==> src/rtl/pulse_rate_meter.sv <==
// Counts rising edges of an asynchronous pulse over a fixed gate window of clk
// cycles and latches the saturated count for a downstream display controller.
module pulse_rate_meter #(
    parameter logic [31:0] GATE_CYCLES = 32'd100000000,
    parameter logic [15:0] MAX_COUNT   = 16'd9999
) (
    input  logic        clk,
    input  logic        rst_n,
    input  logic        pulse_in,
    input  logic        enable,
    input  logic        hold,
    output logic [15:0] displayed_number,
    output logic        overflow,
    output logic        update
);

    localparam logic [31:0] GATE_LAST = GATE_CYCLES - 32'd1;

    // [0] = s1, [1] = s2 (synchronized), [2] = s3 (edge history)
    logic [2:0]  sync_reg;

    logic [31:0] gate_reg, gate_next;
    logic [15:0] acc_reg, acc_next;
    logic        sat_reg, sat_next;
    logic [15:0] disp_reg, disp_next;
    logic        ovf_reg, ovf_next;
    logic        upd_reg, upd_next;

    logic        edge_det;
    logic        terminal;
    logic        acc_full;
    logic [15:0] candidate;

    assign edge_det  = sync_reg[1] & ~sync_reg[2];
    assign terminal  = (gate_reg == GATE_LAST);
    assign acc_full  = (acc_reg >= MAX_COUNT);
    assign candidate = (edge_det && !acc_full) ? acc_reg + 16'd1 : acc_reg;

    always_ff @(posedge clk or negedge rst_n) begin
        if (!rst_n) begin
            sync_reg <= 3'b000;
        end else begin
            sync_reg <= {sync_reg[1:0], pulse_in};
        end
    end

    always_comb begin
        gate_next = gate_reg;
        acc_next  = acc_reg;
        sat_next  = sat_reg;
        disp_next = disp_reg;
        ovf_next  = ovf_reg;
        upd_next  = 1'b0;

        if (!enable) begin
            gate_next = 32'd0;
            acc_next  = 16'd0;
            sat_next  = 1'b0;
        end else if (terminal) begin
            // An edge landing on the terminal cycle still belongs to the closing window.
            gate_next = 32'd0;
            acc_next  = 16'd0;
            sat_next  = 1'b0;
            if (!hold) begin
                disp_next = candidate;
                ovf_next  = sat_reg | (edge_det & acc_full);
                upd_next  = 1'b1;
            end
        end else begin
            gate_next = gate_reg + 32'd1;
            acc_next  = candidate;
            if (edge_det && acc_full) begin
                sat_next = 1'b1;
            end
        end
    end

    always_ff @(posedge clk or negedge rst_n) begin
        if (!rst_n) begin
            gate_reg <= 32'd0;
            acc_reg  <= 16'd0;
            sat_reg  <= 1'b0;
            disp_reg <= 16'd0;
            ovf_reg  <= 1'b0;
            upd_reg  <= 1'b0;
        end else begin
            gate_reg <= gate_next;
            acc_reg  <= acc_next;
            sat_reg  <= sat_next;
            disp_reg <= disp_next;
            ovf_reg  <= ovf_next;
            upd_reg  <= upd_next;
        end
    end

    assign displayed_number = disp_reg;
    assign overflow         = ovf_reg;
    assign update           = upd_reg;

endmodule

==> config.mk <==
export PLATFORM = sky130hd
export DESIGN_NAME = pulse_rate_meter
export DESIGN_NICKNAME = d
export VERILOG_FILES = /design/src/rtl/pulse_rate_meter.sv
export SDC_FILE = /design/constraint.sdc
export NUM_CORES = 1
export LEC_CHECK = 0
export BUFFER_PORTS_ARGS = -buffer_cell sky130_fd_sc_hd__buf_4
export CORE_ASPECT_RATIO = 1.1
export CORE_MARGIN = 2
export CORE_UTILIZATION = 25
export CTS_CLUSTER_DIAMETER = 150
export DETAILED_ROUTE_END_ITERATION = 7
export HOLD_SLACK_MARGIN = 0.03
export PLACE_DENSITY = 0.49
export SYNTH_ARGS = -nofsm -noshare
export SYNTH_HDL_FRONTEND = slang
export SYNTH_SLANG_ARGS = --single-unit
==> constraint.sdc <==
create_clock -name clk -period 2.6 [get_ports clk]
set_clock_uncertainty 0.2 [all_clocks]
set_input_delay 0.13 -clock clk [delete_from_list [all_inputs] [get_ports clk]]
set_output_delay 0.13 -clock clk [all_outputs]
set_load 0.1 [all_outputs]
==> run metrics <==
postcts setup bufs=0; routability cong.=0.824; wire length per cell=13.9 um; most common library cells after synthesis=70 x dfrtp_1, 61 x nor2_1, 24 x nand3_1; DPL Wire Length=4940 um; core area=12700 um2; pre-CTS setup slack=0.201 ns; final WL=7260 um; mapped cell area=3260 um2; clk slew on worst S/H paths=0.06 ns; CP Capture Type=register; Crit Path Class=reg2reg; final core utilization=0.313; layout cells sized above 1=0.134; Iteration-0 DRC Markers=126; Post-synth EDFFs=0; Final setup viols=0; first-pass detailed-route iteration total=6; fin. max-slew vios=0; ANT nets after route=0; setup ws final=0.201 ns; failing checks=design-rule violations; Bufs on Longest Clock Path=2; max reg flops=32; sequential element share of the synthesized area=0.537; Chip Width=113 um; most frequent cell after synthesis=dfrtp_1; Hold Path Class=reg2reg; worst slew pin tran=0.916 ns; fin cells=523; max_slew headroom=0.389; fin crit share=0.923; # diodes=0; critical path arrival=2.44 ns; Die ar.=14000 um2; CP max FO=18; IO Pins=23; Syn. warnings=0; cells after synthesis=328; post-synth top area cell=dfrtp_1; Clock Latency Late Sink=0.32 ns; Worst EP required=2.64 ns; NumNets Final=368; VDD IR-drop max=0.000261 V; Via density=4.76; max frequency=417 MHz; Die Ht=124 um; Yosys reg bits=70; Starting Density=0.257; max cap viols=0; Worst Setup Start Kind=register; syn_nets=335; Synth Flop Type=dfrtp_1; RSZ-0062 raised after global routing=false; area occupied by multi-input gates=1420 um2; IO buf count=22; GRT Residual Overflow=0; cell area power density=598 nW/um2; fin crit period=2.40 ns; Yosys top cell area share=0.537; # clock sinks=70; Std-Cell Rows=43; setup tns final=0 ns; Leakage=1.73 nW; H-tree depth=3; All-Layer GR Usage=0.112; first-pass GRT wire length=12500 um; fillcell total=1318; synth top area cells=dfrtp_1 54%, nor2_1 7.0%, xor2_1 5.1%, nand3_1 3.7%, xnor2_1 3.2%; CTS tree=yes; largest net degree at the start of global routing=71; vias in the first global route=2476; Post-synth ARST share=1.00; initial antenna violation count=0; Remaining DRCs=4; status=complete, but fails checks; Distinct cells, synth=36; CTS Buf Count=9; Root Buffer=clkbuf_16; final hold vios=0; via count=2487; Area growth syn-to-layout=21.8%; sequential cell area=1750 um2; Post-Place Cells=503; syn_area_per_cell=9.94 um2
[metal layers]
metal,routed length [um],track usage,up-vias,share of wire
met5,0,0,-,0
met4,29,0.0259,0,0.0040
met3,246,0.0350,4,0.034
met2,3660,0.184,43,0.50
met1,3320,0.145,1214,0.46
li1,-,-,1226,-
[what timing repair did]
action	4_1_cts	5_1_grt
endpoints found under the setup margin	0	0
gates resized for setup	0	0
hold buffers	4	0
hold endpoints to repair	77	0
[cells by family after synthesis]
family | after synthesis | share of synthesized area
AND/OR/NAND/NOR | 160 | 0.254
flip-flops | 70 | 0.537
AO/OA/AOI/OAI | 36 | 0.0660
XOR/XNOR | 31 | 0.0832
buffers and inverters | 21 | 0.0265
multiplexers | 8 | 0.0253
adder cells (fa/ha/maj) | 2 | 0.00767
[metrics by stage]
stage | hold slack, ns | total power, W | instance area, um2
2_1_floorplan | -0.366 | 0.00115 | 3260
3_3_place_gp | 0.0599 | 0.00119 | 3640
3_5_place_dp | 0.0595 | 0.00119 | 3640
4_1_cts | 0.162 | 0.00242 | 3970
5_1_grt | 0.175 | 0.00247 | 3970
6_report | 0.154 | 0.00238 | 3970
[where the power goes]
| group | switching (W) | internal (W) |
|---|---|---|
| Combinational | 0.0000482 | 0.0000220 |
| Clock | 0.000432 | 0.000770 |
| Sequential | 0.00000757 | 0.00110 |
| Total | 0.000488 | 0.00189 |
[worst paths after layout]
check                                      start                               to  slack [ns]  cells after the start
setup / recovery           gate_reg[0]$_DFF_PN0_  displayed_number[1]$_DFFE_PN0P_        0.20                      6
min in group asynchronous                  rst_n             overflow$_DFFE_PN0P_        0.28                      2
setup reg to reg           gate_reg[0]$_DFF_PN0_  displayed_number[1]$_DFFE_PN0P_        0.20                      6
max in group asynchronous                  rst_n           gate_reg[12]$_DFF_PN0_        1.31                      2
hold reg to reg            sync_reg[0]$_DFF_PN0_            sync_reg[1]$_DFF_PN0_        0.15                      0
hold / removal             sync_reg[0]$_DFF_PN0_            sync_reg[1]$_DFF_PN0_        0.15                      0
[layout make-up]
class | instances | area share
clock inverter | 3 | 0.0110
timing repair buffer | 33 | 0.0680
clock buffer | 13 | 0.0630
inverter | 10 | 0.00945
sequential | 70 | 0.441
tap | 157 | 0.0494
multi-input combinational | 237 | 0.358
[layout by cell type (no fill, tap or decap), drive strengths merged, types with 3 or more instances in the layout]
master / n
or4: 5
nand2: 15
nand4: 13
clkbuf: 13
dlygate4sd3: 4
or3: 5
mux2i: 6
a31oi: 7
xnor2: 12
nor4: 7
inv: 10
nor3: 5
and4: 8
o31ai: 3
buf: 29
a21oi: 18
and3: 9
o21ai: 6
xor2: 19
nor2: 61
dfrtp: 70
nand3: 24
[critical path, stage by stage (launching register included)]
cell	delay (ns)
dfrtp_1	0.40
ha_1	0.23
nand3_1	0.16
nor4_1	0.36
and4_1	0.44
buf_4	0.31
mux2i_1	0.21
(Power assumes the default switching activity.)
